<file path="src/rtl/tdc_sum_acc.sv">
// tdc_sum_acc: multi-channel coarse/fine TDC combiner.
// Each enabled channel contributes int*SCALE + frac (in fine LSBs). The terms
// are summed by a registered binary adder tree. An optional accumulator adds
// up acc_len consecutive channel sums before it reports them.
module tdc_sum_acc #(
    parameter  int NCH    = 8,
    parameter  int INT_W  = 10,
    parameter  int FRAC_W = 7,
    parameter  int SCALE  = 400,
    parameter  int ACC_W  = 48,
    localparam int LVL    = (NCH > 1) ? $clog2(NCH) : 0,
    localparam int TERM_W = INT_W + $clog2(SCALE) + 1,
    localparam int SUM_W  = TERM_W + LVL,
    localparam int NCH_W  = $clog2(NCH + 1)
) (
    input  logic                    clk,
    input  logic                    rst,
    input  logic                    start,
    input  logic [NCH*INT_W-1:0]    int_data,
    input  logic [NCH*FRAC_W-1:0]   frac_data,
    input  logic [NCH-1:0]          ch_mask,
    input  logic [15:0]             acc_len,
    input  logic                    acc_clr,
    output logic [SUM_W-1:0]        out_sum,
    output logic [NCH_W-1:0]        out_nch,
    output logic                    out_dval,
    output logic [ACC_W-1:0]        acc_sum,
    output logic [15:0]             acc_cnt,
    output logic                    acc_dval,
    output logic                    acc_ovf
);

    typedef enum logic {IDLE, ACC} state_t;

    // ------------------------------------------------------------------
    // Term generation and adder tree. Level 0 holds one term per channel;
    // level i holds ceil(NCH/2^i) pairwise sums, one bit wider per level.
    // ------------------------------------------------------------------
    for (genvar i = 0; i <= LVL; i++) begin : lvl_g
        localparam int N = (NCH + (1 << i) - 1) >> i;
        localparam int W = TERM_W + i;

        logic [W-1:0] node_d [N];
        logic [W-1:0] node_q [N];

        if (i == 0) begin : leaf_g
            // Per-channel timestamp; masked or idle channels contribute zero.
            // NOTE: every always_comb output gets a value on every path, so no latch is inferred.
            always_comb begin
                for (int c = 0; c < NCH; c++) begin
                    node_d[c] = '0;
                    if (start && ch_mask[c]) begin
                        node_d[c] = TERM_W'(int_data[c*INT_W +: INT_W]) * TERM_W'(SCALE)
                                  + TERM_W'(frac_data[c*FRAC_W +: FRAC_W]);
                    end
                end
            end
        end else begin : add_g
            localparam int NP = (NCH + (1 << (i - 1)) - 1) >> (i - 1);

            logic [W-2:0] pad [2*N];

            // Pairwise add of the previous level; an odd last operand pairs with zero.
            always_comb begin
                for (int k = 0; k < 2*N; k++) begin
                    pad[k] = '0;
                end
                for (int k = 0; k < NP; k++) begin
                    pad[k] = lvl_g[i-1].node_q[k];
                end
                for (int j = 0; j < N; j++) begin
                    node_d[j] = {1'b0, pad[2*j]} + {1'b0, pad[2*j+1]};
                end
            end
        end

        // Level register; cleared on reset so nothing stale reaches out_sum.
        // NOTE: the tree array is reset like any other state because it is a handful of flops, not a RAM.
        always_ff @(posedge clk or negedge rst) begin
            if (!rst) begin
                for (int j = 0; j < N; j++) begin
                    node_q[j] <= '0;
                end
            end else begin
                // NOTE: sequential state uses non-blocking assignments so all flops update together.
                node_q <= node_d;
            end
        end
    end

    // ------------------------------------------------------------------
    // Valid bit and enabled-channel count travel alongside the tree.
    // ------------------------------------------------------------------
    logic [LVL:0]     vld_d, vld_q;
    logic [NCH_W-1:0] nch_d [LVL+1];
    logic [NCH_W-1:0] nch_q [LVL+1];

    // Popcount of the sampled mask, then shift valid/count one stage per edge.
    always_comb begin
        vld_d[0] = start;
        nch_d[0] = '0;
        for (int c = 0; c < NCH; c++) begin
            nch_d[0] = nch_d[0] + NCH_W'(start & ch_mask[c]);
        end
        for (int j = 1; j <= LVL; j++) begin
            vld_d[j] = vld_q[j-1];
            nch_d[j] = nch_q[j-1];
        end
    end

    // Side-band pipeline registers.
    always_ff @(posedge clk or negedge rst) begin
        if (!rst) begin
            vld_q <= '0;
            for (int j = 0; j <= LVL; j++) begin
                nch_q[j] <= '0;
            end
        end else begin
            vld_q <= vld_d;
            nch_q <= nch_d;
        end
    end

    // ------------------------------------------------------------------
    // Output stage: registered sum/count that hold between valid pulses.
    // ------------------------------------------------------------------
    logic [SUM_W-1:0] out_sum_d, out_sum_q;
    logic [NCH_W-1:0] out_nch_d, out_nch_q;
    logic             out_dval_d, out_dval_q;

    // Capture the tree root when the matching valid bit emerges.
    always_comb begin
        out_dval_d = vld_q[LVL];
        out_sum_d  = vld_q[LVL] ? lvl_g[LVL].node_q[0] : out_sum_q;
        out_nch_d  = vld_q[LVL] ? nch_q[LVL] : out_nch_q;
    end

    // Output registers.
    always_ff @(posedge clk or negedge rst) begin
        if (!rst) begin
            out_sum_q  <= '0;
            out_nch_q  <= '0;
            out_dval_q <= 1'b0;
        end else begin
            out_sum_q  <= out_sum_d;
            out_nch_q  <= out_nch_d;
            out_dval_q <= out_dval_d;
        end
    end

    // ------------------------------------------------------------------
    // Accumulator FSM. IDLE keeps a zero total; the first valid sum with a
    // non-zero acc_len latches the length and moves to ACC. Completion
    // reports the total and drops back to IDLE in the same edge, so a sum
    // arriving on the next cycle starts a fresh run.
    // ------------------------------------------------------------------
    state_t           state_d, state_q;
    logic [ACC_W-1:0] acc_d, acc_q;
    logic [15:0]      cnt_d, cnt_q;
    logic [15:0]      len_d, len_q;
    logic [ACC_W-1:0] acc_sum_d, acc_sum_q;
    logic [15:0]      acc_cnt_d, acc_cnt_q;
    logic             acc_dval_d, acc_dval_q;
    logic             acc_ovf_d, acc_ovf_q;

    logic [ACC_W-1:0] base_acc;
    logic [15:0]      base_cnt;
    logic [15:0]      base_len;
    logic             take;
    logic [ACC_W:0]   add_w;
    logic [ACC_W-1:0] sat;
    logic [15:0]      cnt_new;

    // Next-state and saturating add for the accumulator.
    always_comb begin
        state_d    = state_q;
        acc_d      = acc_q;
        cnt_d      = cnt_q;
        len_d      = len_q;
        acc_sum_d  = acc_sum_q;
        acc_cnt_d  = acc_cnt_q;
        acc_dval_d = 1'b0;
        acc_ovf_d  = acc_ovf_q;

        if (state_q == IDLE) begin
            base_acc = '0;
            base_cnt = '0;
            base_len = acc_len;
            take     = out_dval_q && (acc_len != 16'd0);
        end else begin
            base_acc = acc_q;
            base_cnt = cnt_q;
            base_len = len_q;
            take     = out_dval_q;
        end

        add_w   = {1'b0, base_acc} + (ACC_W+1)'(out_sum_q);
        sat     = add_w[ACC_W] ? '1 : add_w[ACC_W-1:0];
        cnt_new = base_cnt + 16'd1;

        if (acc_clr) begin
            state_d   = IDLE;
            acc_d     = '0;
            cnt_d     = '0;
            acc_ovf_d = 1'b0;
        end else if (take) begin
            len_d = base_len;
            if (add_w[ACC_W]) begin
                acc_ovf_d = 1'b1;
            end
            if (cnt_new == base_len) begin
                acc_dval_d = 1'b1;
                acc_sum_d  = sat;
                acc_cnt_d  = cnt_new;
                state_d    = IDLE;
                acc_d      = '0;
                cnt_d      = '0;
            end else begin
                state_d = ACC;
                acc_d   = sat;
                cnt_d   = cnt_new;
            end
        end
    end

    // Accumulator state and registered outputs.
    always_ff @(posedge clk or negedge rst) begin
        if (!rst) begin
            state_q    <= IDLE;
            acc_q      <= '0;
            cnt_q      <= '0;
            len_q      <= '0;
            acc_sum_q  <= '0;
            acc_cnt_q  <= '0;
            acc_dval_q <= 1'b0;
            acc_ovf_q  <= 1'b0;
        end else begin
            state_q    <= state_d;
            acc_q      <= acc_d;
            cnt_q      <= cnt_d;
            len_q      <= len_d;
            acc_sum_q  <= acc_sum_d;
            acc_cnt_q  <= acc_cnt_d;
            acc_dval_q <= acc_dval_d;
            acc_ovf_q  <= acc_ovf_d;
        end
    end

    assign out_sum  = out_sum_q;
    assign out_nch  = out_nch_q;
    assign out_dval = out_dval_q;
    assign acc_sum  = acc_sum_q;
    assign acc_cnt  = acc_cnt_q;
    assign acc_dval = acc_dval_q;
    assign acc_ovf  = acc_ovf_q;

endmodule

</file>
<file path="config.mk">
export PLATFORM = sky130hd
export DESIGN_NAME = tdc_sum_acc
export DESIGN_NICKNAME = d
export VERILOG_FILES = /design/src/rtl/tdc_sum_acc.sv
export SDC_FILE = /design/constraint.sdc
export NUM_CORES = 1
export LEC_CHECK = 0
export ABC_CLOCK_PERIOD_IN_PS = 5500
export CAP_MARGIN = 15
export CORE_UTILIZATION = 55
export DETAILED_ROUTE_END_ITERATION = 8
export GPL_ROUTABILITY_DRIVEN = 0
export GPL_TIMING_DRIVEN = 0
export PLACE_DENSITY = 0.76
export SLEW_MARGIN = 20
export SYNTH_ARGS = -nofsm -noshare
export SYNTH_HDL_FRONTEND = slang
export SYNTH_SLANG_ARGS = --single-unit
export TNS_END_PERCENT = 100
</file>
<file path="constraint.sdc">
create_clock -name clk -period 5.5 [get_ports clk]
set_input_delay 1.1 -clock clk [delete_from_list [all_inputs] [get_ports clk]]
set_output_delay 1.1 -clock clk [all_outputs]
set_load 0.02 [all_outputs]
</file>
After elaboration in Yosys (flattened, before gate mapping)
Cells that the tools add are included.

storage, ports and cells
  register bits = 506
  bits of input ports = 164
  output and inout port bits = 94
  logic and storage cells = 116

operators by class
  $add $sub $neg = 24
  multipliers = 8
  equality and inequality tests = 1
  multiplexer cells = 28
  bitwise gates (word level) = 9
  reductions and logical operators = 15

operators with widths
  operator                 number
  $mux W48                 5
  $add A19 B7 Y20          8
  $mux W20                 8
  $mul A10 B5 Y15 const B  8
  $add A20 B20 Y21         4
  $mux W16                 5
  $add A48 B23 Y49         1
  $add A21 B21 Y22         2
  $add A22 B22 Y23         1
  $add A16 B1 Y16 const B  1
  $add A4 B1 Y4            4
  $eq A16 B16 Y1           1
  $reduce_bool A16 Y1      1
  $mux W1                  10
  $logic_and A1 B1 Y1      9
  $and A1 B1 Y1            8
  $add A3 B1 Y4            1
  $reduce_and A2 Y1        2
  $reduce_bool A2 Y1       2
  $add A2 B1 Y3            1
  $reduce_and A3 Y1        1
  $add A1 B1 Y2            1
  $not A1 Y1               1

Longest topological paths before layout
  depth after elaboration = 8
  mapped depth = 22
  gate-level depth less buffers = 16

Worst setup path before layout
OpenSTA, ideal clock, no wires.

  path type = reg2reg
  start = register state_q
  end = register acc_q[39]
  setup time = 0.127 ns
  arrival time = 4.381 ns
  data required time = 5.373 ns
  path slack = 0.992 ns
  cell stages (with the launch flop) = 23
  buffers on the path = 9
  period minus slack after synthesis = 4.508 ns
  cells stage by stage = dfrtp_1 buf_4 buf_6 buf_4 buf_4 clkbuf_1 buf_1 clkbuf_1 and2_1 ha_1 clkbuf_1 nand4_1 nor4_4 and3_1 xnor2_1 nor4b_1 and4_4 nand2b_1 buf_2 nor2_4 nand2_1 a2bb2oi_1 nand3_1

between the ends
  longest elaborated chain between the ends = 6
  elaborated cells on any way between the ends = 12
  classes of those cells = 2 x add/sub; 1 x eq/ne; 8 x mux; 1 x reduce/logical

RTL lines
  item                                                        line      RTL
  start: declaration                                          157       state_t state_d, state_q;
  start signal: assignment                                    238       state_q <= state_d;
  $mux W48 / $mux W16 (equally long branches)                 185       if (state_q == IDLE) begin
  $add A48 B23 Y49 / $add A16 B1 Y16 (equally long branches)  197, 199
  $mux W48 / $eq A16 B16 Y1 (equally long branches)           198, 211
  $mux W48                                                    211       if (cnt_new == base_len) begin
  $mux W48                                                    206       end else if (take) begin
  $mux W48                                                    201       if (acc_clr) begin
  end signal: assignment                                      230       acc_q <= '0;
  end signal: assignment                                      239       acc_q <= acc_d;
  end: declaration                                            158       logic [ACC_W-1:0] acc_d, acc_q;

Several ways; a longest one is shown, not always the timed one. The select of a mux whose other input is x is not followed.
A chain may end at the register's enable or synchronous reset.

Worst setup path in the final report
  start = register state_q
  end = register acc_sum_q[46], in the netlist acc_sum[46]

between the ends
  longest elaborated chain between the ends = 4
  elaborated cells on any way between the ends = 9
  classes of those cells = 2 x add/sub; 1 x eq/ne; 5 x mux; 1 x reduce/logical

RTL lines
  item                                line  RTL
  $mux W16                            185
  $add A16 B1 Y16                     199   cnt_new = base_cnt + 16'd1;
  $eq A16 B16 Y1                      211
  $reduce_and A3 Y1 (no source line)  --
  end signal: assignment              242   acc_sum_q <= acc_sum_d;
  end: declaration                    161   logic [ACC_W-1:0] acc_sum_d, acc_sum_q;

Several ways; a longest one is shown, not always the timed one.

==> impl_metrics.ini <==
[run_status]
outcome = completed

[placement]
io_buffers = 257
place_hpwl_um = 59300

[clocking]
numCtsBuffers = 52
cts_hold_buf = 0
cts_tree = done
insertion_delay_ns = 0.61
htree_num_levels = 2
cts.sinks = 506
clock-root-buffer = clkbuf_16
cts_buffer_depth = 3
clk_pin_slew_ns = 0.06

[job]
maxCapViolCount = 0

[logic_synthesis]
synth_edf_count = 0
synthFlopType = dfrtp_1
netlist_instances = 3427
ys_ff_latch = 506
syn_nets = 4123
synth_warnings = 0
synth.distinct_cells = 73
synth.avg_cell_area_um2 = 9.81
async_flop_share = 1.00
yosysSeqAreaShare = 0.377
netlist_area_um2 = 33600

[cells_and_area]
final_cell_mix = dfrtp_1 (506), ha_1 (471), inv_1 (288)
seq_area_um2 = 12700
fill_cells = 4871
nets = 4444
multi_input_area_um2 = 19600
drive_gt1_frac = 0.0567
n_antenna_cell = 0
final_common_cell = dfrtp_1
area_delta_synth_final_pct = 16.8
final_util = 0.651

[setup_path]
reg2reg_slack_ns = 0.23
crit_buf_inv = 7
cp_top_family = buffers and inverters
cp.required_ns = 5.99
cp_cell_sequence = buf_4 -> buf_6 -> buf_4 -> buf_4 -> clkbuf_4 -> clkbuf_2 -> and2_1 -> ha_1 -> fa_1 -> a211oi_1 -> nor2_1 -> o2111ai_1 -> nand3_1 -> a21oi_1 -> o211ai_1 -> nand3_2 -> or4_1 -> buf_2 -> nand2_1 -> mux2_2 -> mux2_2
worstPathArrival_ns = 5.75
worst-path-stages = 21
critical-path-max-stage-delay_ns = 0.42
startpoint_type = flop
critPathMostFrequentCell = buf_4
r2r_end = acc_sum[46]
worstSetupEndpoint = acc_sum[46]
crit_type = reg -> reg
cp_slowest_cell = dfrtp_1
worstRegToRegCells = 21
critPathMaxFanout = 10
r2r_start = state_q
endpoint_kind = flop
crit_start = state_q

[drt]
vias = 25239
wl_um = 75500
first_pass_iters = 5
vias_per_cell = 5.52
route.detailed.drc = 0
wl_per_cell_um = 16.5
drtIter0Drc = 1395
antenna_left = 0

[pwr]
p_leak_nw = 19.5
peakVddDrop_uv = 219
cellPowerDensity_nw_per_um2 = 340
power.total_w = 0.0133

[timing]
clock_skew_ns = 0.0340
max_freq_mhz = 190
finalHoldViolations = 0
maxSlewViolCount = 0
fin_crit_sh = 0.958
max_slew_margin = 0.369
finalSetupViolations = 0
max_slew.worst_pin.slew_ns = 0.934
fin_crit_ns = 5.27

[global_route]
antenna_found_initial = 1
grt_start_max_net_pins = 102
gr-total-overflow = 0
grt_pass1_vias = 25323
grtUsageTotal = 0.247
grt_pass1_wl_um = 125000

[floorplan]
ios = 258
initial_core_util = 0.557
rows = 90
die_w_um = 249
die_area_um2 = 62100
core_um2 = 60400
die_h_um = 249

[hold_path]
worstHoldPathType = in -> async
[worst reg2reg max path, cell delays in order (launching register included)]
cell	delay, ns
dfrtp_1	0.42
buf_4	0.21
buf_6	0.16
buf_4	0.19
buf_4	0.22
clkbuf_4	0.23
clkbuf_2	0.25
and2_1	0.21
ha_1	0.21
fa_1	0.42
a211oi_1	0.26
nor2_1	0.15
o2111ai_1	0.28
nand3_1	0.18
a21oi_1	0.28
o211ai_1	0.27
nand3_2	0.22
or4_1	0.13
buf_2	0.26
nand2_1	0.08
mux2_2	0.27
mux2_2	0.26
[worst min-delay path by stage]
stage / slack, ns / end / depth (start not counted)
2_1_floorplan: 0.33 / nch_d[0] / 0
3_3_place_gp: 0.33 / nch_q[3] / 0
3_5_place_dp: 0.33 / nch_d[5] / 0
4_1_cts: 0.29 / len_q[12] / 1
5_1_grt: 0.30 / cnt_q[12] / 1
6_report: 0.31 / len_q[11] / 1
[where the power goes]
part / leakage (nW) / switching [W] / internal (W) / total, W
sequential: 6.68 / 0.000310 / 0.00437 / 0.00468
combinational: 11.9 / 0.00276 / 0.00218 / 0.00494
clock: 0.905 / 0.00148 / 0.00223 / 0.00371
total: 19.5 / 0.00455 / 0.00879 / 0.0133
[Yosys cell counts, types with 4 or more instances]
cell,count,area share
a2111oi_0,4,0.0010
a211oi_1,18,0.0040
a21boi_0,12,0.0027
a21o_1,84,0.019
a21oi_1,218,0.032
a31oi_1,22,0.0041
a41oi_1,8,0.0021
and2_1,31,0.0058
and3_1,82,0.015
buf_2,13,0.0019
buf_6,4,0.0013
clkbuf_1,45,0.0050
dfrtp_1,506,0.38
fa_1,60,0.036
ha_1,472,0.18
inv_1,288,0.032
mux2_2,49,0.016
mux2i_1,8,0.0024
nand2_1,262,0.029
nand2b_1,31,0.0058
nand3_1,79,0.012
nand3b_1,9,0.0020
nand4_1,20,0.0037
nor2_1,256,0.029
nor2b_1,51,0.0095
nor3_1,38,0.0057
nor4_1,22,0.0041
nor4b_1,11,0.0029
o211ai_1,6,0.0013
o21a_1,25,0.0056
o21ai_0,179,0.027
o21ai_1,29,0.0043
o21ai_2,5,0.0013
o21bai_1,31,0.0069
o22ai_1,6,0.0011
o2bb2ai_1,5,0.0013
o31ai_1,5,0.0011
o41ai_1,6,0.0016
or2_2,9,0.0017
or3_1,14,0.0026
or4_1,4,0.00089
xnor2_1,223,0.058
xor2_1,128,0.033
[kinds of logic after synthesis]
| family | share of synthesized area |
|---|---|
| simple gates | 0.135 |
| compound gates | 0.123 |
| fa+ha+maj | 0.211 |
| flops | 0.377 |
| buf+inv | 0.0415 |
| xor+xnor | 0.0935 |
| mux | 0.0188 |
[per-stage QoR]
step                setup TNS (ns)  area (um2)  setup slack, ns  std cells  hold WS, ns
floorplan                        0       33600            0.992       3427        0.331
global placement          -9279.29       37200           -18.28       4466        0.332
detailed placement          -73.55       37300           -0.830       4472        0.335
CTS                              0       39200          0.00170       4567        0.288
global route               -0.0786       39300          -0.0440       4572        0.296
finish                           0       39300            0.233       4572        0.313
[timing repair]
action | CTS | global route
pin swaps | 0 | 4
setup buffers | 0 | 6
endpoints found under the setup margin | 131 | 119
endpoints found under the hold margin | 0 | 0
resized for setup | 11 | 20
[layer usage]
metal	share of wire	vias up	global-route usage
li1	-	12456	-
met1	0.43	11999	0.320
met2	0.49	644	0.432
met3	0.054	140	0.0296
met4	0.027	0	0.0746
met5	0	-	0
[sequential cells by signal, indices dropped and copies added (netlist names), 4 cells and up]
name          count
lvl_g.node_q    311
acc_q            48
acc_sum          48
out_sum          23
acc_cnt          16
cnt_q            16
len_q            16
nch_d            12
nch_q             4
out_nch           4
vld_q             4
[area by class of cell]
| type | instances | area share |
|---|---|---|
| Multi-Input combinational cell | 2565 | 0.499 |
| Inverter | 288 | 0.0275 |
| Timing Repair Buffer | 269 | 0.0710 |
| Tap cell | 782 | 0.0249 |
| Clock buffer | 69 | 0.0378 |
| Clock inverter | 27 | 0.00883 |
| Sequential cell | 506 | 0.322 |
| Buffer | 66 | 0.00848 |
Note: power is estimated with default switching activity, not from simulation.
